<file path="config.mk">
export PLATFORM = sky130hd
export DESIGN_NAME = nand_reduce_seq
export DESIGN_NICKNAME = d
export VERILOG_FILES = /design/src/rtl/nand_reduce_seq.sv
export SDC_FILE = /design/constraint.sdc
export NUM_CORES = 1
export LEC_CHECK = 0
export CELL_PAD_IN_SITES_DETAIL_PLACEMENT = 0
export CELL_PAD_IN_SITES_GLOBAL_PLACEMENT = 1
export CORE_MARGIN = 2
export CORE_UTILIZATION = 47
export CTS_CLUSTER_DIAMETER = 80
export CTS_CLUSTER_SIZE = 14
export DETAILED_ROUTE_END_ITERATION = 8
export DONT_BUFFER_PORTS = 1
export GPL_TIMING_DRIVEN = 0
export HOLD_SLACK_MARGIN = 0.03
export PLACE_DENSITY = 0.78
export SLEW_MARGIN = 10
export SYNTH_ARGS = -nofsm -noshare
export SYNTH_HDL_FRONTEND = slang
export SYNTH_SLANG_ARGS = --single-unit
</file>
<file path="constraint.sdc">
create_clock -name clock -period 2.9 [get_ports clock]
set_clock_uncertainty 0.05 [all_clocks]
set_input_delay 0.58 -clock clock [delete_from_list [all_inputs] [get_ports clock]]
set_output_delay 0.58 -clock clock [all_outputs]
set_load 0.03 [all_outputs]
</file>
<file path="src/rtl/nand_reduce_seq.sv">
// Streaming W-bit logic reduction unit: folds a packet of words with a selectable
// gate and presents the per-bit result, a scalar reduction bit, the word count and an error flag.
module nand_reduce_seq #(
    parameter int W         = 8,
    parameter int MAX_WORDS = 16,
    localparam int CW       = $clog2(MAX_WORDS + 1)
) (
    input  logic          clock,
    input  logic          reset,
    input  logic [2:0]    mode,
    input  logic          in_valid,
    output logic          in_ready,
    input  logic [W-1:0]  in_data,
    input  logic          in_last,
    output logic          out_valid,
    input  logic          out_ready,
    output logic [W-1:0]  out_data,
    output logic          out_bit,
    output logic [CW-1:0] out_count,
    output logic          out_err
);

    typedef enum logic [1:0] {IDLE, ACC, HOLD} state_t;

    localparam logic [1:0] OP_AND = 2'd0;
    localparam logic [1:0] OP_OR  = 2'd1;
    localparam logic [1:0] OP_XOR = 2'd2;

    state_t        state, next_state;
    logic [W-1:0]  acc;
    logic [CW-1:0] cnt;
    logic          err;
    logic [1:0]    op_q;
    logic          inv_q;

    logic          accept, first, sat;
    logic [1:0]    cur_op;
    logic          cur_inv;
    logic [W-1:0]  folded;
    logic [CW-1:0] cnt_inc;
    logic          err_inc;

    // Reserved modes 6/7 fall back to NAND.
    function automatic logic [1:0] mode_op(input logic [2:0] m);
        case (m)
            3'd2, 3'd3: mode_op = OP_OR;
            3'd4, 3'd5: mode_op = OP_XOR;
            default:    mode_op = OP_AND;
        endcase
    endfunction

    function automatic logic mode_inv(input logic [2:0] m);
        mode_inv = m[0] | (m[2] & m[1]);
    endfunction

    function automatic logic [W-1:0] fold_word(input logic [1:0] op, input logic [W-1:0] a,
                                               input logic [W-1:0] b);
        case (op)
            OP_AND:  fold_word = a & b;
            OP_OR:   fold_word = a | b;
            default: fold_word = a ^ b;
        endcase
    endfunction

    function automatic logic reduce_bit(input logic [1:0] op, input logic [W-1:0] v);
        case (op)
            OP_AND:  reduce_bit = &v;
            OP_OR:   reduce_bit = |v;
            default: reduce_bit = ^v;
        endcase
    endfunction

    always_ff @(posedge clock) begin
        if (reset) state <= IDLE;
        else       state <= next_state;
    end

    always_comb begin
        next_state = state;
        in_ready   = 1'b1;
        out_valid  = 1'b0;
        case (state)
            IDLE, ACC: begin
                if (in_valid) next_state = in_last ? HOLD : ACC;
            end
            HOLD: begin
                in_ready  = 1'b0;
                out_valid = 1'b1;
                if (out_ready) next_state = IDLE;
            end
            default: next_state = IDLE;
        endcase
    end

    // The first word of a packet uses the live mode; later words use the latched one.
    always_comb begin
        accept  = in_valid && in_ready;
        first   = (state == IDLE);
        sat     = (cnt == CW'(MAX_WORDS));
        cur_op  = first ? mode_op(mode)  : op_q;
        cur_inv = first ? mode_inv(mode) : inv_q;
        folded  = first ? in_data : fold_word(cur_op, acc, in_data);
        cnt_inc = sat ? cnt : cnt + CW'(1);
        err_inc = (first ? (mode[2] & mode[1]) : err) | sat;
    end

    always_ff @(posedge clock) begin
        if (reset) begin
            acc       <= '0;
            cnt       <= '0;
            err       <= 1'b0;
            op_q      <= OP_AND;
            inv_q     <= 1'b0;
            out_data  <= '0;
            out_bit   <= 1'b0;
            out_count <= '0;
            out_err   <= 1'b0;
        end else if (accept) begin
            acc <= folded;
            cnt <= cnt_inc;
            err <= err_inc;
            if (first) begin
                op_q  <= cur_op;
                inv_q <= cur_inv;
            end
            if (in_last) begin
                out_data  <= cur_inv ? ~folded : folded;
                out_bit   <= cur_inv ^ reduce_bit(cur_op, folded);
                out_count <= cnt_inc;
                out_err   <= err_inc;
            end
        end else if (state == HOLD && out_ready) begin
            acc <= '0;
            cnt <= '0;
            err <= 1'b0;
        end
    end

endmodule

</file>
# Yosys cells after proc, flatten, opt, wreduce, memory -nomap -nowiden
# Cells that the tools add are included.
# op_classes
n_addsub	1
n_eq_ne	10
mux	24
bitwise_logic	8
reduce_logical	14
# op_table
op	n
8-bit two-way mux	4
8-bit case mux with 2 select lines	1
5-bit two-way mux	3
1-bit two-way mux	9
8-bit AND	1
2-bit two-way mux	4
8-bit NOT	1
8-bit bitwise OR	1
2-bit case mux with 2 select lines	2
8-bit AND reduction	1
8-bit OR reduction	1
8-bit XOR reduction	1
8-bit XOR	1
3-bit by 2-bit == test with 1-bit output (second input constant)	2
3-bit == test (second input constant)	2
2-bit AND reduction	3
2-bit OR reduction	3
5-bit by 1-bit adder with 5-bit output (second input constant)	1
5-bit == test (second input constant)	1
2-bit by 1-bit == test with 1-bit output (second input constant)	2
2-bit logical NOT	2
2-bit inequality test (second input constant)	2
2-bit == test (second input constant)	1
1-bit logical AND	2
5 further kinds	6
# word_totals
register_bits	34
inputBits	16
output_inout_bits	17

# Depth between registers and ports, before layout
# logic_depth
depth_word	13
depth_mapped	14
depth_no_buf	13

# Least setup slack after synthesis
# No wires, ideal clock.
# synth_timing
path_kind	input -> register
startpoint	input in_data[7]
endpoint	register out_bit
setup_time_ps	136
t_arrival_ps	2402
t_required_ps	2714
setup_slack_ps	312
stages	13
path_cell_list	inv_1 -> ha_1 -> nand2_1 -> o21ai_0 -> o211ai_1 -> a21boi_0 -> ha_1 -> xor2_1 -> xnor2_1 -> a21oi_1 -> a211oi_2 -> xor2_1 -> a211oi_2
# synth_between
elab_chain_cells	9
word_cells_on_any_way	13
cone_classes	mux: 6; bitwise: 4; reduce/logical: 3
# synth_lines
element	line_no	source
start: declaration	13	input logic [W-1:0] in_data,
8-bit XOR, or another cell as far along	61	default: fold_word = a ^ b;
8-bit case mux with 2 select lines	58	case (op)
8-bit two-way mux (*)	102	folded = first ? in_data : fold_word(cur_op, acc, in_data);
8-bit XOR reduction, or another cell as far along	69	default: reduce_bit = ^v;
1-bit case mux with 2 select lines (*)	66	case (op)
1-bit two-way mux (*)	126	if (in_last) begin
1-bit two-way mux (*)	118	end else if (accept) begin
1-bit two-way mux (*)	108	if (reset) begin
1-bit XOR (*)	128	out_bit <= cur_inv ^ reduce_bit(cur_op, folded);
end signal: assignment	128	
end: declaration	18	output logic out_bit,
# Every way passes the cells marked *; elsewhere a longest branch is shown, timed or not. The select of a mux whose other input is x is not followed.
# A chain may end at the register's enable or synchronous reset.

# Worst setup path after layout
# layout_timing
startpoint	register state[1]
endpoint	register out_bit
# layout_between
elab_chain_cells	11
word_cells_on_any_way	19
cone_classes	eq/ne: 2; mux: 9; bitwise: 1; reduce/logical: 7
# layout_lines
element	line_no	source
start: declaration	29	state_t state, next_state;
start signal: assignment	75	else state <= next_state;
2-bit logical NOT	98	first = (state == IDLE);
2-bit two-way mux	100	cur_op = first ? mode_op(mode) : op_q;
2-bit by 1-bit == test with 1-bit output or 2-bit logical NOT (tied branches)	58, 66	
8-bit case mux with 2 select lines	58	
8-bit two-way mux	102	
8-bit XOR reduction, or another cell as far along	69	
1-bit case mux with 2 select lines	66	
1-bit two-way mux	126	
1-bit two-way mux	118	
1-bit two-way mux	108	
1-bit XOR	128	
# Parallel ways exist; a longest one is shown, timed or not. The select of a mux whose other input is x is not followed.

==> flow_metrics.py <==
metrics = {
    "run_status": {
        "status": "finished clean",
    },
    "logic_synthesis": {
        "syn_area_um2": 2260,
        "syn-num-nets": 319,
        "synth_flop_cell": "dfxtp_1",
        "yosys.area.top_type_share": 0.301,
        "synth.most_common_cell": "dfxtp_1",
        "ys_async_sr_fraction": 0,
        "synth_top_area_cell": "dfxtp_1",
        "syn_inst": 278,
        "yosysSeqAreaShare": 0.301,
        "yosys_warnings": 0,
        "synth_commonest_cells": "dfxtp_1, nor2_1, nand2_1",
        "synth_seq_cells": 34,
        "yosys-top-cells-area": "dfxtp_1, ha_1, nor2_1",
        "synth_edf_count": 0,
        "postSynthAreaPerCell_um2": 8.12,
        "synthDistinctLibCells": 44,
    },
    "placed_design": {
        "io_buffers": 0,
        "place_inst": 332,
        "place_area_um2": 2330,
        "gp_congestion": 0.783,
        "dpl.hpwl_mm": 3.85,
    },
    "cts": {
        "clockRootBuffer": "clkbuf_8",
        "cts_tree": "done",
        "clk_pin_slew_ns": 0.07,
        "htree_num_levels": 2,
        "cts_buffers": 5,
        "cts_buffer_depth": 2,
        "clock_latency_ns": 0.29,
        "cts_num_sinks": 34,
        "cts_hold_repair.buffers": 0,
    },
    "pwr": {
        "pwr-share-seq": 0.405,
        "ir_drop_uv": 292,
        "power_per_cell_area_nw_per_um2": 536,
        "intPower_w": 0.000935,
        "total_power_w": 0.00136,
        "switching_power_w": 0.000423,
        "clockPowerShare": 0.331,
        "leakage_nw": 1.06,
        "pwr-share-comb": 0.264,
        "sw_frac_of_total": 0.312,
    },
    "drt": {
        "ant_nets": 0,
        "remaining_drc_errors": 0,
        "drt-wirelength-per-cell_um": 15.2,
        "drt_iter0_markers": 75,
        "totalWireLength_mm": 5.20,
        "vias_per_cell": 5.37,
        "firstDrtPassIters": 4,
        "vias": 1843,
    },
    "floorplan": {
        "start_util": 0.481,
        "fp.dieH_um": 73.3,
        "core_um2": 4690,
        "io_pins": 33,
        "row_count": 25,
        "fp.dieArea_um2": 5380,
        "die_x_um": 73.3,
    },
    "setup_path": {
        "cp_max_fo": 10,
        "cp-start-kind": "flop",
        "end_kind": "flop",
        "path_class": "flop to flop",
        "arrival_ns": 2.83,
        "worstPathRequired_ns": 3.01,
    },
    "global_route": {
        "grt_pass1_vias": 1747,
        "grt_pass1_wl_mm": 8.49,
        "grt_max_degree": 11,
        "antenna_found_initial": 0,
        "track_usage": 0.208,
        "grt-ovfl-total": 0,
    },
    "finish": {
        "drive_gt1_frac": 0.138,
        "nets": 330,
        "fill_cells": 459,
        "instances_no_fill": 343,
        "fin_area_um2": 2540,
        "fin_util": 0.541,
        "syn_to_final_growth_pct": 12.3,
        "diodes": 0,
    },
    "timing": {
        "finalMaxSlewViolations": 0,
        "worstMarginPinSlew_ns": 0.552,
        "max_clock_freq_ghz": 0.367,
        "setup-tns-final_ns": 0,
        "hold_viol": 0,
        "finalSetupViolCount": 0,
        "fin_crit_sh": 0.939,
        "slew_headroom": 0.632,
        "timing.final.crit_period_ns": 2.72,
    },
    "run": {
        "cap_violations": 0,
    },
    "hold_path": {
        "hold_class": "input port to flop",
    },
}
area by class of cell:
type	count	area (um^2)	share of cell area
clock inverter	1	30.0	0.0118
multi-input combinational	196	1420	0.559
tap	54	67.6	0.0266
inverter	28	105	0.0414
sequential	34	681	0.268
clock buffer	6	82.6	0.0326
buffer	20	121	0.0479
timing repair buffer	4	30.0	0.0118
power by group through the flow:
stage                     logic, W  clock network, W  registers (W)
after detailed placement  0.000319                 0       0.000561
after floorplan           0.000259                 0       0.000554
after global placement    0.000316                 0       0.000560
after CTS                 0.000322          0.000457       0.000550
after global routing      0.000405          0.000474       0.000555
final                     0.000358          0.000450       0.000551
path summary, 6_finish.rpt:
kind	end	startpoint	depth (start not counted)	slack, ns
setup / recovery	out_bit	state[1]	14	0.18
hold / removal	state[0]	in_last	1	0.36
setup reg to reg	out_bit	state[1]	14	0.18
hold reg to reg	err	err	2	0.47
critical path, stage by stage, from the launching register on:
cell and delay [ns]:
dfxtp_1 0.31, buf_6 0.13, or2_1 0.23, buf_6 0.13
buf_6 0.14, a31oi_4 0.17, o21a_1 0.21, inv_2 0.06
ha_4 0.24, xnor2_2 0.13, xnor2_1 0.17, a21oi_1 0.07
a211oi_2 0.23, xor2_1 0.23, a211oi_2 0.09
stage by stage:
stage,hold slack [ns],setup WS (ns)
after CTS,0.342,0.0756
after global placement,0.444,-0.0170
final,0.358,0.178
after floorplan,0.429,0.312
after detailed placement,0.460,-0.0246
after global routing,0.350,-0.00938
kinds of logic (layout without fill, tap and decap cells):
logic type | after synthesis | count (layout) | synth area share
AOI/OAI and AO/OA | 69 | 69 | 0.226
xor gates and xnor gates | 16 | 16 | 0.0620
adders and majority gates | 25 | 25 | 0.139
buffers and inverters | 48 | 59 | 0.100
DFF | 34 | 34 | 0.301
and+or+nand+nor | 86 | 86 | 0.172
timing repair:
item | 4_1_cts | 5_1_grt
resized for setup | 0 | 17
buffers inserted | 0 | 4
endpoints found under the setup margin | 0 | 1
registers in the layout, indices dropped and copies added (netlist names):
signal     count
cnt            5
acc            8
out_data       8
out_count      5
inv_q          1
out_err        1
err            1
out_bit        1
state          2
op_q           2
layer usage:
metal / part of all wire / track usage / wire length (um) / vias to the layer above
met1: 0.50 / 0.285 / 2580 / 841
met5: 0 / 0 / 0 / -
met3: 0.038 / 0.0494 / 195 / 11
met2: 0.44 / 0.315 / 2310 / 37
met4: 0.023 / 0.0848 / 117 / 0
li1: - / - / - / 954
layout by cell type, fill, tap and decap left out, drive strengths merged, types with 2 or more instances in the layout:
cell type   n
dfxtp      34
nor2       32
nand2      29
inv        28
ha         25
a21oi      19
clkbuf     15
buf        15
xnor2      11
a211oi     11
a22oi      10
o21ai       7
o211ai      6
xor2        5
a21boi      5
nand3       4
nor2b       3
nor3        3
and3        3
nand2b      2
and2        2
nand3b      2
o311ai      2
Power figures use the tool's default switching activity.
